--- config.mk ---
export PLATFORM = sky130hd
export DESIGN_NAME = ysyx_22041211_ifu_prefetch_flat
export DESIGN_NICKNAME = d
export VERILOG_FILES = /design/src/rtl/ysyx_22041211_ifu_prefetch_if.sv /design/src/rtl/ysyx_22041211_ifu_prefetch.sv /design/src/flat_wrapper.sv
export SDC_FILE = /design/constraint.sdc
export NUM_CORES = 1
export LEC_CHECK = 0
export CAP_MARGIN = 25
export CORE_ASPECT_RATIO = 0.75
export CORE_MARGIN = 2
export CORE_UTILIZATION = 61
export CTS_BUF_LIST = sky130_fd_sc_hd__clkbuf_8
export CTS_CLUSTER_SIZE = 14
export DETAILED_ROUTE_END_ITERATION = 7
export GPL_TIMING_DRIVEN = 0
export PLACE_DENSITY_LB_ADDON = 0.25
export SLEW_MARGIN = 20
export SYNTH_ARGS = -nofsm -noshare
export SYNTH_HDL_FRONTEND = slang
export SYNTH_SLANG_ARGS = --single-unit
export TNS_END_PERCENT = 5
--- constraint.sdc ---
create_clock -name clk -period 9.2 [get_ports clk]
set_input_delay 0.92 -clock clk [delete_from_list [all_inputs] [get_ports clk]]
set_output_delay 0.92 -clock clk [all_outputs]
set_load 0.01 [all_outputs]
--- src/rtl/ysyx_22041211_ifu_prefetch_if.sv ---
// Fetch-unit bus bundle: memory request/response channels, redirect input and
// the decoder-facing instruction channel, seen from the fetch unit (master).
interface ysyx_22041211_ifu_prefetch_if #(
    parameter int ADDR_LEN = 32,
    parameter int DATA_LEN = 32
) ();
    logic                req_valid_o;
    logic                req_ready_i;
    logic [ADDR_LEN-1:0] req_addr_o;

    logic                rsp_valid_i;
    logic                rsp_ready_o;
    logic [DATA_LEN-1:0] rsp_data_i;
    logic                rsp_err_i;

    logic                redirect_i;
    logic [ADDR_LEN-1:0] redirect_pc_i;

    logic                inst_valid_o;
    logic                inst_ready_i;
    logic [DATA_LEN-1:0] inst_o;
    logic [ADDR_LEN-1:0] inst_pc_o;
    logic                inst_err_o;

    modport master (
        output req_valid_o, req_addr_o, rsp_ready_o,
        output inst_valid_o, inst_o, inst_pc_o, inst_err_o,
        input  req_ready_i, rsp_valid_i, rsp_data_i, rsp_err_i,
        input  redirect_i, redirect_pc_i, inst_ready_i
    );

    modport slave (
        input  req_valid_o, req_addr_o, rsp_ready_o,
        input  inst_valid_o, inst_o, inst_pc_o, inst_err_o,
        output req_ready_i, rsp_valid_i, rsp_data_i, rsp_err_i,
        output redirect_i, redirect_pc_i, inst_ready_i
    );
endinterface

--- src/rtl/ysyx_22041211_ifu_prefetch.sv ---
// Decoupled instruction fetch: in-order memory requests feed a DEPTH-slot queue
// of {pc, data, err}; redirects flush the queue and drop late responses.
module ysyx_22041211_ifu_prefetch #(
    parameter int                  ADDR_LEN = 32,
    parameter int                  DATA_LEN = 32,
    parameter int                  DEPTH    = 4,
    parameter logic [ADDR_LEN-1:0] RESET_PC = 32'h8000_0000
) (
    input  logic clk,
    input  logic rst,
    ysyx_22041211_ifu_prefetch_if.master bus
);
    localparam int PW = $clog2(DEPTH);

    typedef logic [PW:0] ptr_t;

    localparam ptr_t             ONE     = ptr_t'(1);
    localparam ptr_t             ZERO    = ptr_t'(0);
    localparam logic [PW+1:0]    DEPTH_W = (PW+2)'(DEPTH);

    if (DEPTH < 2 || (DEPTH & (DEPTH - 1)) != 0) begin : g_depth_check
        $error("DEPTH must be a power of two and at least 2");
    end

    // Architectural state
    logic [ADDR_LEN-1:0] fetch_pc_reg, fetch_pc_next;
    ptr_t                alloc_ptr_reg, alloc_ptr_next;
    ptr_t                fill_ptr_reg, fill_ptr_next;
    ptr_t                rd_ptr_reg, rd_ptr_next;
    ptr_t                drop_cnt_reg, drop_cnt_next;

    logic [ADDR_LEN-1:0] pc_mem   [DEPTH];
    logic [DATA_LEN-1:0] data_mem [DEPTH];
    logic                err_mem  [DEPTH];

    // Derived occupancy and handshakes
    ptr_t          in_use;
    ptr_t          pending;
    ptr_t          rd_post;
    logic [PW+1:0] credit_used;
    logic          has_credit;
    logic          req_valid;
    logic          req_fire;
    logic          rsp_accept;
    logic          drop_active;
    logic          rsp_orphan;
    logic          rsp_consumed;
    logic          rsp_fill;
    logic          inst_valid;
    logic          pop;

    logic [PW-1:0] alloc_idx;
    logic [PW-1:0] fill_idx;
    logic [PW-1:0] rd_idx;

    assign alloc_idx = alloc_ptr_reg[PW-1:0];
    assign fill_idx  = fill_ptr_reg[PW-1:0];
    assign rd_idx    = rd_ptr_reg[PW-1:0];

    assign in_use      = alloc_ptr_reg - rd_ptr_reg;
    assign pending     = alloc_ptr_reg - fill_ptr_reg;
    // Stale responses still in flight hold credit just like live slots.
    assign credit_used = {1'b0, in_use} + {1'b0, drop_cnt_reg};
    assign has_credit  = credit_used < DEPTH_W;

    assign req_valid = rst & ~bus.redirect_i & has_credit;
    assign req_fire  = req_valid & bus.req_ready_i;

    assign rsp_accept   = rst & bus.rsp_valid_i;
    assign drop_active  = drop_cnt_reg != ZERO;
    assign rsp_orphan   = rsp_accept & ~drop_active & (pending == ZERO);
    assign rsp_consumed = rsp_accept & ~rsp_orphan;
    assign rsp_fill     = rsp_accept & ~bus.redirect_i & ~drop_active & ~rsp_orphan;

    assign inst_valid = rst & (rd_ptr_reg != fill_ptr_reg);
    assign pop        = inst_valid & bus.inst_ready_i;
    assign rd_post    = rd_ptr_reg + (pop ? ONE : ZERO);

    always_comb begin
        fetch_pc_next  = fetch_pc_reg;
        alloc_ptr_next = alloc_ptr_reg;
        fill_ptr_next  = fill_ptr_reg;
        rd_ptr_next    = rd_post;
        drop_cnt_next  = drop_cnt_reg;

        if (bus.redirect_i) begin
            // Everything behind the (possibly popped) head is flushed; every
            // request still awaiting memory becomes a response to drop.
            alloc_ptr_next = rd_post;
            fill_ptr_next  = rd_post;
            drop_cnt_next  = drop_cnt_reg + pending - (rsp_consumed ? ONE : ZERO);
            fetch_pc_next  = {bus.redirect_pc_i[ADDR_LEN-1:2], 2'b00};
        end else begin
            if (req_fire) begin
                alloc_ptr_next = alloc_ptr_reg + ONE;
                fetch_pc_next  = fetch_pc_reg + ADDR_LEN'(4);
            end
            if (rsp_accept && drop_active) begin
                drop_cnt_next = drop_cnt_reg - ONE;
            end
            if (rsp_fill) begin
                fill_ptr_next = fill_ptr_reg + ONE;
            end
        end
    end

    always_ff @(posedge clk) begin
        if (!rst) begin
            fetch_pc_reg  <= RESET_PC;
            alloc_ptr_reg <= ZERO;
            fill_ptr_reg  <= ZERO;
            rd_ptr_reg    <= ZERO;
            drop_cnt_reg  <= ZERO;
        end else begin
            fetch_pc_reg  <= fetch_pc_next;
            alloc_ptr_reg <= alloc_ptr_next;
            fill_ptr_reg  <= fill_ptr_next;
            rd_ptr_reg    <= rd_ptr_next;
            drop_cnt_reg  <= drop_cnt_next;
        end
    end

    // PC is captured at issue time, data/err when the matching response lands.
    always_ff @(posedge clk) begin
        if (req_fire) begin
            pc_mem[alloc_idx] <= fetch_pc_reg;
        end
        if (rsp_fill) begin
            data_mem[fill_idx] <= bus.rsp_data_i;
            err_mem[fill_idx]  <= bus.rsp_err_i;
        end
    end

    always_ff @(posedge clk) begin
        if (rst) begin
            assert (!rsp_orphan)
                else $error("ifu_prefetch: response received with no request outstanding");
        end
    end

    assign bus.req_valid_o  = req_valid;
    assign bus.req_addr_o   = fetch_pc_reg;
    assign bus.rsp_ready_o  = rst;
    assign bus.inst_valid_o = inst_valid;
    assign bus.inst_o       = data_mem[rd_idx];
    assign bus.inst_pc_o    = pc_mem[rd_idx];
    assign bus.inst_err_o   = err_mem[rd_idx];

endmodule
--- src/flat_wrapper.sv ---
// flat-port wrapper written by rule: the top's interface ports become plain ports
module ysyx_22041211_ifu_prefetch_flat 
#(
    parameter int                  ADDR_LEN = 32,
    parameter int                  DATA_LEN = 32,
    parameter int                  DEPTH    = 4,
    parameter logic [ADDR_LEN-1:0] RESET_PC = 32'h8000_0000
)
  (clk, rst, bus_req_valid_o, bus_req_addr_o, bus_rsp_ready_o, bus_inst_valid_o, bus_inst_o, bus_inst_pc_o, bus_inst_err_o, bus_req_ready_i, bus_rsp_valid_i, bus_rsp_data_i, bus_rsp_err_i, bus_redirect_i, bus_redirect_pc_i, bus_inst_ready_i);
  ysyx_22041211_ifu_prefetch_if #(.ADDR_LEN(ADDR_LEN), .DATA_LEN(DATA_LEN)) bus_i ();
  input  logic clk;
  input  logic rst;
  output wire logic [$bits(bus_i.req_valid_o)-1:0] bus_req_valid_o;
  output wire logic [$bits(bus_i.req_addr_o)-1:0] bus_req_addr_o;
  output wire logic [$bits(bus_i.rsp_ready_o)-1:0] bus_rsp_ready_o;
  output wire logic [$bits(bus_i.inst_valid_o)-1:0] bus_inst_valid_o;
  output wire logic [$bits(bus_i.inst_o)-1:0] bus_inst_o;
  output wire logic [$bits(bus_i.inst_pc_o)-1:0] bus_inst_pc_o;
  output wire logic [$bits(bus_i.inst_err_o)-1:0] bus_inst_err_o;
  input wire logic [$bits(bus_i.req_ready_i)-1:0] bus_req_ready_i;
  input wire logic [$bits(bus_i.rsp_valid_i)-1:0] bus_rsp_valid_i;
  input wire logic [$bits(bus_i.rsp_data_i)-1:0] bus_rsp_data_i;
  input wire logic [$bits(bus_i.rsp_err_i)-1:0] bus_rsp_err_i;
  input wire logic [$bits(bus_i.redirect_i)-1:0] bus_redirect_i;
  input wire logic [$bits(bus_i.redirect_pc_i)-1:0] bus_redirect_pc_i;
  input wire logic [$bits(bus_i.inst_ready_i)-1:0] bus_inst_ready_i;
  assign bus_req_valid_o = bus_i.req_valid_o;
  assign bus_req_addr_o = bus_i.req_addr_o;
  assign bus_rsp_ready_o = bus_i.rsp_ready_o;
  assign bus_inst_valid_o = bus_i.inst_valid_o;
  assign bus_inst_o = bus_i.inst_o;
  assign bus_inst_pc_o = bus_i.inst_pc_o;
  assign bus_inst_err_o = bus_i.inst_err_o;
  assign bus_i.req_ready_i = bus_req_ready_i;
  assign bus_i.rsp_valid_i = bus_rsp_valid_i;
  assign bus_i.rsp_data_i = bus_rsp_data_i;
  assign bus_i.rsp_err_i = bus_rsp_err_i;
  assign bus_i.redirect_i = bus_redirect_i;
  assign bus_i.redirect_pc_i = bus_redirect_pc_i;
  assign bus_i.inst_ready_i = bus_inst_ready_i;
  ysyx_22041211_ifu_prefetch #(.ADDR_LEN(ADDR_LEN), .DATA_LEN(DATA_LEN), .DEPTH(DEPTH), .RESET_PC(RESET_PC)) u_core (.clk(clk), .rst(rst), .bus(bus_i));
endmodule
==> impl_metrics.ini <==
[run_status]
outcome = completed

[synth]
synth_edf_count = 252
synthFlopType = edfxtp_1
synth_top_cell_area_share_pct = 63.18
synth_seq_area_share_pct = 70.20
avgSynthCellArea_um2 = 17.56
ys_types = 59
synth_seq_cells = 294
ys_warn_count = 0
synth_top_area_cell = edfxtp_1
ys_top_cells_by_area = edfxtp_1 (63%), mux4_2 (12%), dfxtp_1 (7.0%)
synthesis.area_um2 = 11980
postSynthCellCount = 682
async_reset_ff_share_pct = 0

[die]
die_h_um = 125.3
rows = 44
die_w_um = 165.8
io_pins = 171
start_util_pct = 61.98
die_area_um2 = 20780
core_area_um2 = 19320

[timing]
maxSlewViolCount = 0
slew_headroom_pct = 49.51
setup_viol = 0
finalHoldViolations = 0
fmax_ghz = 0.1953
post-route-period-util_pct = 55.66
tns_ns = 0
tightest_slew_ns = 0.7562
grt_setup_unrepaired = false
period_needed_ns = 5.121
finClkSkew_ns = 0.02028

[clock_tree]
clock_latency_ns = 0.55
root_buffer = clkbuf_8
cts_buffers = 44
cts_tree = yes
cts.sinks = 294
ctsResizeCount = 0
cts.reportedPaths.clkPinSlew_ns = 0.06
ctsHoldBuffers = 0
postCtsSetupBuffers = 0
cts_max_level = 2
clk_path_buf_depth = 3

[worst_setup_path]
startpoint_type = flip-flop
path_common_cell = clkbuf_1
critPathCaptureType = output pin
worstReg2RegStart = u_core.rd_ptr_reg[1]$_SDFF_PN0_
rrSetupSlack_ns = 4.56
crit_slowest_cell = clkbuf_1
path_cells = clkbuf_1, clkbuf_1, inv_1, fa_1, xor2_1, xnor2_1, ha_1, nor2_1, and3_1, clkdlybuf4s50_1
slowest_delay_ns = 0.56
worstPathArrival_ns = 4.20
reg2reg_depth = 13
r2r_end = u_core.pc_mem[2][26]$_DFFE_PP_
crit_fanout = 10
cp.required_ns = 8.28
critPathKind = reg2out

[cells_and_area]
nets = 995
largest_reg_flops = 128
multi_input_area_um2 = 3333
num_antenna_cells = 0
n_fill_cell = 1067
regArea_um2 = 8408
syn_to_final_growth_pct = 24.69
largest_register = u_core.data_mem
drive_gt1_share_pct = 17.02
fin_area_um2 = 14930

[route]
drt_pass1_iterations = 5
via_count = 7134
drt_iter0_drc = 748
ant_nets = 0
wl_per_cell_um = 22.18
avgViaCountPerCell = 6.010
drcViolationCount = 0
drt-total-wl_um = 26330

[pwr]
seqPwrFrac_pct = 54.5
p_sw_share_pct = 23.32
p_leak_nw = 4.994
p_comb_share_pct = 11.3
vdd_drop_max_mv = 0.1428
clkPwrFrac_pct = 34.2
power.internal_w = 0.002136
p_sw_w = 0.0006499
power.density_nw_per_um2 = 186.6

[job]
max_cap_viol_count = 0

[global_routing]
grt_max_degree = 31
grt_pass1_vias = 7245
grt.total_usage_pct = 25.74
grt_overflow = 0
grt_pass1_wl_um = 40870
antenna_found_initial = 0

[placement]
hpwl_um = 17840
portBuffers = 163
routabilityCongestion = 0.8877
placed_cell_area_um2 = 14140

[worst_hold_path]
holdPathEnd = u_core.pc_mem[2][31]$_DFFE_PP_
min_from = u_core.bus.req_addr_o[31]$_SDFFE_PN1P_
hp-class = reg2reg
holdPathStages = 0
layer usage:
layer | GRT usage [%] | part of all wire (%) | wire length (µm)
met1 | 37.13 | 41 | 10760
met5 | 0 | 0 | 0
met4 | 8.593 | 2.6 | 685
met2 | 40.42 | 48 | 12690
met3 | 5.033 | 8.3 | 2194
critical path, delay by kind of cell (launching register included):
kind | cells | cell delay [ns]
flops | 1 | 0.38
xor+xnor | 2 | 0.30
fa+ha+maj | 2 | 0.75
buf+inv | 4 | 1.82
simple gates | 2 | 0.38
cells in the mapped netlist, drive strengths merged, types with 2 or more instances:
library cell / number
o21ai: 29
a21oi: 30
nor2b: 2
edfxtp: 252
xor2: 8
nor4b: 2
o21a: 2
nand4: 9
dfxtp: 42
nand2: 29
nor3: 12
fa: 3
mux4: 63
buf: 18
and2: 14
nor4: 10
nor3b: 2
or3: 4
inv: 17
xnor2: 21
clkbuf: 18
nand3b: 2
o22ai: 3
and3: 6
nand3: 13
a31oi: 7
nor2: 19
and4: 6
ha: 20
a311oi: 2
cell families (layout without fill, tap and decap cells):
| family | after synthesis | after routing | share of synthesized area [%] |
|---|---|---|---|
| DFF | 294 | 294 | 70.20 |
| and+or+nand+nor | 132 | 132 | 6.738 |
| AOI/OAI and AO/OA | 84 | 84 | 4.054 |
| muxes | 64 | 64 | 11.93 |
| buffers and inverters | 54 | 303 | 2.131 |
| xor gates and xnor gates | 30 | 30 | 2.319 |
| adders and majority gates | 23 | 23 | 2.591 |
| other | 1 | 4 | 0.03131 |
layout make-up:
| type | instances | share of cell area [%] |
|---|---|---|
| clock buffer | 49 | 4.516 |
| tap | 253 | 2.120 |
| inverter | 18 | 0.4524 |
| timing repair buffer | 170 | 12.22 |
| clock inverter | 30 | 0.8127 |
| sequential | 294 | 56.30 |
| multi-input combinational | 337 | 22.32 |
| buffer | 36 | 1.257 |
through the flow:
step	power (W)	util (%)	setup WS, ns	cells	hold slack [ns]
after floorplan	0.001701	-	5.324	685	0.5215
after global placement	0.001838	72.12	4.019	1101	0.5415
after detailed placement	0.001858	73.16	4.630	1108	0.5527
after CTS	0.002804	77.28	4.073	1187	0.5573
after global routing	0.002892	77.28	3.853	1187	0.5837
final	0.002786	77.28	4.079	1187	0.5542
how the worst max path moves through the flow:
stage / startpoint / to / slack, ns / depth (start not counted)
floorplan: u_core.rd_ptr_reg[1]$_SDFF_PN0_ / u_core.pc_mem[0][10]$_DFFE_PP_ / 5.32 / 12
global placement: u_core.rd_ptr_reg[1]$_SDFF_PN0_ / u_core.pc_mem[1][20]$_DFFE_PP_ / 4.02 / 12
detailed placement: u_core.rd_ptr_reg[1]$_SDFF_PN0_ / u_core.pc_mem[2][17]$_DFFE_PP_ / 4.63 / 13
CTS: u_core.rd_ptr_reg[1]$_SDFF_PN0_ / bus_req_valid_o / 4.07 / 10
global route: u_core.rd_ptr_reg[1]$_SDFF_PN0_ / bus_req_valid_o / 3.85 / 10
finish: u_core.rd_ptr_reg[1]$_SDFF_PN0_ / bus_req_valid_o / 4.08 / 10
power groups by stage:
stage | Combinational [W] | Clock (W) | Sequential (W)
finish | 0.000314 | 0.000954 | 0.00152
global route | 0.000338 | 0.00103 | 0.00152
CTS | 0.000315 | 0.000972 | 0.00152
detailed placement | 0.000313 | 0 | 0.00154
global placement | 0.000297 | 0 | 0.00154
floorplan | 0.000164 | 0 | 0.00154
cell usage in the layout (no fill, tap or decap), types with 6 or more instances in the layout:
cell type,n
edfxtp_1,252
clkdlybuf4s50_1,163
mux4_2,63
clkbuf_8,49
dfxtp_1,42
inv_1,39
a21oi_1,30
nand2_1,29
o21ai_0,29
xnor2_1,21
ha_1,20
nor2_1,19
clkbuf_1,18
nand3_1,13
nor3_1,11
buf_2,9
xor2_1,8
a31oi_1,7
and2_2,7
nand4_1,7
buf_16,7
and2_1,6
and3_1,6
Note: power is estimated with default switching activity, not from simulation.
